[src/rtl/fake_jpeg_stim_sig_if.sv]
// Handshake and data bundle between a stimulus controller and the fake_jpeg netlist harness.
// The master side is the bench or controller; the slave side is the stimulus generator.
interface fake_jpeg_stim_sig_if #(
    parameter int N_IN  = 5,
    parameter int SIG_W = 16
);
    logic             start;
    logic [N_IN-1:0]  stim;
    logic             resp;
    logic             busy;
    logic             done;
    logic [SIG_W-1:0] signature;
    logic [7:0]       pat_count;

    modport master (
        output start, resp,
        input  stim, busy, done, signature, pat_count
    );

    modport slave (
        input  start, resp,
        output stim, busy, done, signature, pat_count
    );
endinterface

[src/rtl/fake_jpeg_stim_sig.sv]
// LFSR pattern source and MISR response compactor for fake_jpeg 5-in/1-out netlists.
//  state   | meaning
//  IDLE    | stim=0, waiting for start
//  RUN     | one LFSR vector per cycle on stim
//  DRAIN   | wait RESP_LAT cycles for the last responses
//  DONE    | one-cycle done pulse, signature final
module fake_jpeg_stim_sig #(
    parameter int                N_IN      = 5,
    parameter int                LFSR_W    = 8,
    parameter logic [LFSR_W-1:0] LFSR_TAPS = 8'hB8,
    parameter logic [LFSR_W-1:0] SEED      = 8'h01,
    parameter int                SIG_W     = 16,
    parameter logic [SIG_W-1:0]  SIG_POLY  = 16'h1021,
    parameter int                PATTERNS  = 32,
    parameter int                RESP_LAT  = 1
) (
    input  logic                 clk,
    input  logic                 rst,
    fake_jpeg_stim_sig_if.slave  bus
);
    typedef enum logic [1:0] {S_IDLE, S_RUN, S_DRAIN, S_DONE} state_t;

    // A zero seed would lock the LFSR, so it is promoted to 1.
    localparam logic [LFSR_W-1:0] SEED_EFF   = (SEED == '0) ? LFSR_W'(1) : SEED;
    localparam logic [7:0]        PAT_LAST   = 8'(PATTERNS);
    localparam logic [2:0]        DRAIN_LOAD = 3'((RESP_LAT > 0) ? RESP_LAT - 1 : 0);

    state_t            state, state_nxt;
    logic [LFSR_W-1:0] lfsr;
    logic [N_IN-1:0]   stim_q;
    logic [7:0]        pat_count;
    logic [SIG_W-1:0]  sig;
    logic [2:0]        drain_cnt;
    logic              vld_now;
    logic              cap;

    function automatic logic [LFSR_W-1:0] lfsr_step(input logic [LFSR_W-1:0] v);
        return (v >> 1) ^ (v[0] ? LFSR_TAPS : '0);
    endfunction

    always_ff @(posedge clk) begin
        if (rst) state <= S_IDLE;
        else     state <= state_nxt;
    end

    always_comb begin
        state_nxt = state;
        case (state)
            S_IDLE:  if (bus.start) state_nxt = S_RUN;
            S_RUN:   if (pat_count == PAT_LAST) state_nxt = (RESP_LAT == 0) ? S_DONE : S_DRAIN;
            S_DRAIN: if (drain_cnt == 3'd0) state_nxt = S_DONE;
            S_DONE:  state_nxt = S_IDLE;
            default: state_nxt = S_IDLE;
        endcase
    end

    always_comb begin
        bus.busy = (state == S_RUN) || (state == S_DRAIN);
        bus.done = (state == S_DONE);
    end

    always_ff @(posedge clk) begin
        if (rst) begin
            lfsr      <= SEED_EFF;
            stim_q    <= '0;
            pat_count <= '0;
            drain_cnt <= '0;
        end else begin
            case (state)
                S_IDLE: if (bus.start) begin
                    stim_q    <= SEED_EFF[N_IN-1:0];
                    lfsr      <= lfsr_step(SEED_EFF);
                    pat_count <= 8'd1;
                end
                S_RUN: if (pat_count == PAT_LAST) begin
                    stim_q    <= '0;
                    drain_cnt <= DRAIN_LOAD;
                end else begin
                    stim_q    <= lfsr[N_IN-1:0];
                    lfsr      <= lfsr_step(lfsr);
                    pat_count <= pat_count + 8'd1;
                end
                S_DRAIN: if (drain_cnt != 3'd0) drain_cnt <= drain_cnt - 3'd1;
                default: ;
            endcase
        end
    end

    // Valid travels alongside each vector so the MISR sees exactly PATTERNS responses.
    assign vld_now = (state == S_RUN);

    generate
        if (RESP_LAT == 0) begin : g_comb
            assign cap = vld_now;
        end else begin : g_pipe
            logic [RESP_LAT-1:0] vld_pipe;
            always_ff @(posedge clk) begin
                if (rst) vld_pipe <= '0;
                else     vld_pipe <= (vld_pipe << 1) | RESP_LAT'(vld_now);
            end
            assign cap = vld_pipe[RESP_LAT-1];
        end
    endgenerate

    always_ff @(posedge clk) begin
        if (rst)
            sig <= '0;
        else if (state == S_IDLE && bus.start)
            sig <= '0;
        else if (cap)
            sig <= {sig[SIG_W-2:0], 1'b0} ^ (sig[SIG_W-1] ? SIG_POLY : '0)
                   ^ {{SIG_W-1{1'b0}}, bus.resp};
    end

    assign bus.stim      = stim_q;
    assign bus.signature = sig;
    assign bus.pat_count = pat_count;
endmodule

[src/flat_wrapper.sv]
// flat-port wrapper written by rule: the top's interface ports become plain ports
module fake_jpeg_stim_sig_flat 
#(
    parameter int                N_IN      = 5,
    parameter int                LFSR_W    = 8,
    parameter logic [LFSR_W-1:0] LFSR_TAPS = 8'hB8,
    parameter logic [LFSR_W-1:0] SEED      = 8'h01,
    parameter int                SIG_W     = 16,
    parameter logic [SIG_W-1:0]  SIG_POLY  = 16'h1021,
    parameter int                PATTERNS  = 32,
    parameter int                RESP_LAT  = 1
)
  (clk, rst, bus_start, bus_resp, bus_stim, bus_busy, bus_done, bus_signature, bus_pat_count);
  fake_jpeg_stim_sig_if #(.N_IN(N_IN), .SIG_W(SIG_W)) bus_i ();
  input  logic clk;
  input  logic rst;
  input wire logic [$bits(bus_i.start)-1:0] bus_start;
  input wire logic [$bits(bus_i.resp)-1:0] bus_resp;
  output wire logic [$bits(bus_i.stim)-1:0] bus_stim;
  output wire logic [$bits(bus_i.busy)-1:0] bus_busy;
  output wire logic [$bits(bus_i.done)-1:0] bus_done;
  output wire logic [$bits(bus_i.signature)-1:0] bus_signature;
  output wire logic [$bits(bus_i.pat_count)-1:0] bus_pat_count;
  assign bus_i.start = bus_start;
  assign bus_i.resp = bus_resp;
  assign bus_stim = bus_i.stim;
  assign bus_busy = bus_i.busy;
  assign bus_done = bus_i.done;
  assign bus_signature = bus_i.signature;
  assign bus_pat_count = bus_i.pat_count;
  fake_jpeg_stim_sig #(.N_IN(N_IN), .LFSR_W(LFSR_W), .LFSR_TAPS(LFSR_TAPS), .SEED(SEED), .SIG_W(SIG_W), .SIG_POLY(SIG_POLY), .PATTERNS(PATTERNS), .RESP_LAT(RESP_LAT)) u_core (.clk(clk), .rst(rst), .bus(bus_i));
endmodule
[config.mk]
export PLATFORM = sky130hd
export DESIGN_NAME = fake_jpeg_stim_sig_flat
export DESIGN_NICKNAME = d
export VERILOG_FILES = /design/src/rtl/fake_jpeg_stim_sig_if.sv /design/src/rtl/fake_jpeg_stim_sig.sv /design/src/flat_wrapper.sv
export SDC_FILE = /design/constraint.sdc
export NUM_CORES = 1
export LEC_CHECK = 0
export ABC_AREA = 1
export ABC_CLOCK_PERIOD_IN_PS = 1900
export CORE_ASPECT_RATIO = 0.8
export CORE_UTILIZATION = 35
export DETAILED_ROUTE_END_ITERATION = 7
export HOLD_SLACK_MARGIN = 0.02
export SLEW_MARGIN = 0
export SYNTH_ARGS = -nofsm -noshare
export SYNTH_HDL_FRONTEND = slang
export SYNTH_SLANG_ARGS = --single-unit
[constraint.sdc]
create_clock -name clk -period 1.9 [get_ports clk]
set_input_delay 0.38 -clock clk [delete_from_list [all_inputs] [get_ports clk]]
set_output_delay 0.38 -clock clk [all_outputs]
set_load 0.01 [all_outputs]
# Word-level counts from Yosys, hierarchy flattened
# Index checks and enable logic that the tools add are counted.
[op_classes]
addsub = 2
n_eq_ne = 9
bitwise = 3
muxes = 18
n_reduce_logical = 12
[ops]
columns = ["cell", "n"]
rows = [
  ["two-way mux 8 bit", 5],
  ["case mux 8 bit (2 select lines)", 2],
  ["XOR 16 x 1 -> 16 bit", 1],
  ["XOR 16 bit", 1],
  ["two-way mux 13 bit", 1],
  ["two-way mux 5 bit", 2],
  ["case mux 5 bit (2 select lines)", 1],
  ["AND reduction 3 bit", 3],
  ["adder 8 x 1 -> 8 bit (second input constant)", 1],
  ["== test 8 x 6 -> 1 bit (second input constant)", 1],
  ["!= test 2 bit (second input constant)", 4],
  ["case mux 2 bit (4 select lines)", 1],
  ["XOR 7 x 8 -> 8 bit", 1],
  ["two-way mux 2 bit", 3],
  ["two-way mux 3 bit", 2],
  ["case mux 3 bit (2 select lines)", 1],
  ["== test 2 bit (second input constant)", 2],
  ["nonzero test 2 bit", 2],
  ["logical NOT 3 bit", 1],
  ["nonzero test 3 bit", 1],
  ["subtractor 3 x 1 -> 3 bit (second input constant)", 1],
  ["== test 2 x 1 -> 1 bit (second input constant)", 1],
  ["logical NOT 2 bit", 1],
  ["!= test 2 x 1 -> 1 bit (second input constant)", 1],
  ["4 further kinds", 4],
]
[totals]
ff_bits = 43
elab_cells = 51
inputBits = 4
out_inout_bits = 31

# Depth between registers and ports, before layout
[logic_depth]
depth_word = 4
ltp_mapped = 10
depth_no_buf = 9

# Worst setup path before layout
# OpenSTA, ideal clock, no wires.
[synth_timing]
path_type = "flip-flop to flip-flop"
startpoint = "reg u_core.state[1]"
endpoint = "reg u_core.pat_count[5] (netlist: u_core.bus.pat_count[5])"
arrival_ns = 1.286
synth_period_minus_slack_ns = 1.399
stages_incl_launch_ff = 10
n_path_buf = 2
setup_slack_ns = 0.501
path_cell_list = "dfxtp_1 > inv_1 > ha_1 > buf_4 > inv_2 > o21ai_4 > buf_6 > nand3_1 > nor2_1 > nor2_1"
[synth_via]
elab_chain_cells = 3
word_cells_on_any_way = 7
classes_between = "3 x eq/ne; 1 x mux; 3 x reduce/logical"
[synth_lines]
columns = ["element", "line", "source"]
rows = [
  ["start: declaration", "fake_jpeg_stim_sig.sv:28", "state_t state, state_nxt;"],
  ["start signal: assignment", "fake_jpeg_stim_sig.sv:43", "else state <= state_nxt;"],
  ["== test 2 x 1 -> 1 bit (*)", "-", ""],
  ["net u_core.vld_now", "fake_jpeg_stim_sig.sv:34", "logic vld_now;"],
  ["!= test 2 bit (no line) or nonzero test 2 bit (tied branches)", "-", ""],
  ["AND reduction 3 bit (no line)", "-", ""],
  ["end signal: assignment", "fake_jpeg_stim_sig.sv:81", "pat_count <= pat_count + 8'd1;"],
  ["end: declaration", "fake_jpeg_stim_sig.sv:31", "logic [7:0] pat_count;"],
]
# The timed path passes the listed nets; every way through them passes the cells marked *.
# A chain may end at the register's enable or synchronous reset.

# Worst setup path in the final report
[layout_timing]
startpoint = "reg u_core.pat_count[2] (netlist: u_core.bus.pat_count[2])"
endpoint = "out bus_pat_count[2]"
[layout_lines]
columns = ["element", "line", "source"]
rows = [
  ["end: declaration", "flat_wrapper.sv:23", "output wire logic [$bits(bus_i.pat_count)-1:0] bus_pat_count;"],
]
# No word-level cell between the ends.

==> results.txt <==
Slew Limit Fails -> 0
Die Width -> 86.4 µm
CP cell instances -> clkdlybuf4s50_1
Crit Path Class -> reg2out
Leakage -> 0.977 nW
Post-synth top area cell -> dfxtp_1
Clock Root Buffer -> clkbuf_8
Rows -> 24
Die Area -> 0.00601 mm²
Commonest non-fill, non-tap cell in the layout -> nand2_1
Pin count of the biggest net entering global routing -> 24
First-pass GRT wire length -> 7400 µm
Min-delay src -> u_core.drain_cnt[1]
Setup TNS Final -> 0 ns
Seq/Total Area, Yosys -> 43.1%
Num CTS Buffers -> 5
Post-Synth XOR/XNOR Area -> 1.76%
Adder-cell share of the synthesized area -> 5.64%
ANT cells -> 0
R2R Setup Slk -> 0.17 ns
Hold Crit Class -> reg2reg
Design area -> 0.00251 mm²
Synth Area in Simple Gates -> 28.7%
Initial antenna violation count -> 0
Seq cells post-synth -> 43
Most frequent cells in the layout -> nand2_1 (67), dfxtp_1 (41), a21oi_1 (39), clkdlybuf4s50_1 (33), nor2_1 (28)
DR WL/cell -> 11.1 µm
Slew HR -> 56.4%
Fill cells -> 582
Delay-heaviest family, CP -> buffers and inverters
Slew of the pin with the lowest slew margin -> 0.648 ns
Worst VDD drop -> 0.488 mV
Syn Inst Count -> 271
Compound-Gate Fraction of Synth Area -> 13.0%
Multiplexer share of the synthesized area -> 0%
RR Startpoint -> u_core.state[1]
Synth top area cells -> dfxtp_1 (43%), nand2_1 (13%), a21oi_1 (9.8%)
Top-Level Pins -> 35
Post-DP Area -> 0.00241 mm²
GPL Wtd Cong -> 0.826
Slowest-stage cell, CP -> clkdlybuf4s50_1
P&R area growth vs syn -> 26.0%
WP buf/inv -> 1
Hold Vio Cnt, Final -> 0
Clk_skew -> 0.00546 ns
Vias in the first global route -> 1566
Synth unique cells -> 28
Fraction of layout cells with a size suffix above 1 -> 9.39%
Combinational family with the most area after synthesis -> simple AND/OR/NAND/NOR gates
DRC violations left -> 0
Fin crit period -> 1.73 ns
Starting density of the core -> 36.5%
Nets -> 321
Startpoint types -> flip-flop
Power density over cell area -> 1070 mW/mm²
Final setup viols -> 0
Placed wire-length estimate -> 3100 µm
Avg Synthesized Cell Area -> 7.36 µm²
Clock slew seen by the registers of the worst setup and hold paths -> 0.08 ns
Die H -> 69.5 µm
DR iter-0 viols -> 86
Clk_lat worst skew -> 0.30 ns
Total Wirelength -> 4280 µm
Unrepaired setup endpoints after global routing -> no
Post-Syn Nets -> 284
Clock Path Buffers -> 2
GR Util All Layers -> 15.8%
Worst EP arrival -> 1.35 ns
Required @ worst endpoint -> 1.52 ns
Post-CTS Setup Bufs -> 0
1st-pass router iterations -> 4
Hold EP -> u_core.drain_cnt[1]
Port bufs -> 34
H-tree levels -> 2
Core Area -> 0.00547 mm²
Status -> finished, final reports clean
Worst hold stages -> 2
# Max-Cap Violations -> 0
Yosys top cell area share -> 43.1%
F_max -> 0.578 GHz
Antenna viol nets, final -> 0
Via count -> 1789
Congestion Overflow GR -> 0
CTS tree -> yes
Nature of the critical path endpoint -> output pin
Period utilisation layout -> 91.0%
Hold buffers post-CTS -> 0
Critical path peak fanout -> 7
R2R cell count -> 7
DR vias/cell -> 4.62
Post-Synthesis Cell Area -> 0.00200 mm²
Synth warn -> 0
Clock net sink count -> 43
CP max stage delay -> 0.59 ns
RR Endpoint -> u_core.lfsr[0]
## cell usage after synthesis
library cell	number
nand2_1	67
dfxtp_1	43
a21oi_1	39
nor2_1	28
inv_1	22
nand3_1	22
ha_1	9
o21ai_0	7
nand2_2	4
buf_2	3
nand4_1	3
xor2_1	3
buf_1	2
buf_4	2
buf_6	2
inv_2	2
nor3_1	2
clkbuf_1	1
nand2_4	1
nand3_2	1
nand3b_1	1
nor2_2	1
nor2_4	1
o21ai_1	1
o21ai_2	1
o21ai_4	1
or2_2	1
xnor2_1	1
## state kept, by name, indices dropped and copies added (netlist names)
signal / flops
u_core.cap: 1
u_core.state: 2
u_core.bus.pat_count: 8
u_core.bus.signature: 16
u_core.lfsr: 8
u_core.drain_cnt: 3
u_core.bus.stim: 5
## how the worst max path moves through the flow
stage	from	cells after the start	to	slack, ns
floorplan	u_core.state[1]	9	u_core.bus.pat_count[5]	0.50
global placement	bus_start	6	u_core.lfsr[0]	0.09
detailed placement	bus_start	6	u_core.lfsr[0]	0.10
CTS	u_core.bus.pat_count[2]	1	bus_pat_count[2]	0.17
global route	u_core.state[1]	8	u_core.bus.pat_count[5]	0.01
finish	u_core.bus.pat_count[2]	1	bus_pat_count[2]	0.17
## kinds of logic (layout without fill, tap and decap cells)
group | count (synthesis) | after routing
AND/OR/NAND/NOR | 132 | 132
AO/OA/AOI/OAI | 49 | 49
flip-flops | 43 | 43
buffers and inverters | 34 | 72
adder cells (fa/ha/maj) | 9 | 9
XOR/XNOR | 4 | 4
## routing by layer
layer  track usage [%]  wire length [µm]
met5                 0                 0
met4              6.11                73
met3              5.00               186
met2              22.1              1790
met1              22.4              2230
## metrics by stage
step | total power [mW] | worst slack [ns] | cells | util, % | hold slack, ns
2_1_floorplan | 1.83 | 0.501 | 271 | - | 0.440
3_3_place_gp | 2.08 | 0.0933 | 379 | 44.2 | 0.453
3_5_place_dp | 2.09 | 0.100 | 379 | 44.2 | 0.454
4_1_cts | 2.71 | 0.170 | 387 | 46.0 | 0.468
5_1_grt | 2.90 | 0.0129 | 387 | 46.0 | 0.488
6_report | 2.70 | 0.171 | 387 | 46.0 | 0.464
## where the power goes
part | total, mW | switching (mW) | internal [mW]
Sequential | 1.11 | 0.0857 | 1.02
Combinational | 0.956 | 0.610 | 0.346
Clock | 0.633 | 0.336 | 0.297
## cell type report
type / count / area (µm²) / area share [%]
clock buffer: 6 / 82.6 / 3.28
timing repair buffer: 40 / 384 / 15.3
multi-input combinational: 194 / 981 / 39.0
tap: 78 / 97.6 / 3.88
sequential: 43 / 863 / 34.3
clock inverter: 2 / 16.3 / 0.647
inverter: 24 / 90.1 / 3.58
## repair_timing
item	4_1_cts	5_1_grt
endpoints found under the setup margin	1	0
gates resized for setup	3	0
endpoints found under the hold margin	0	0
Power figures use the tool's default switching activity.
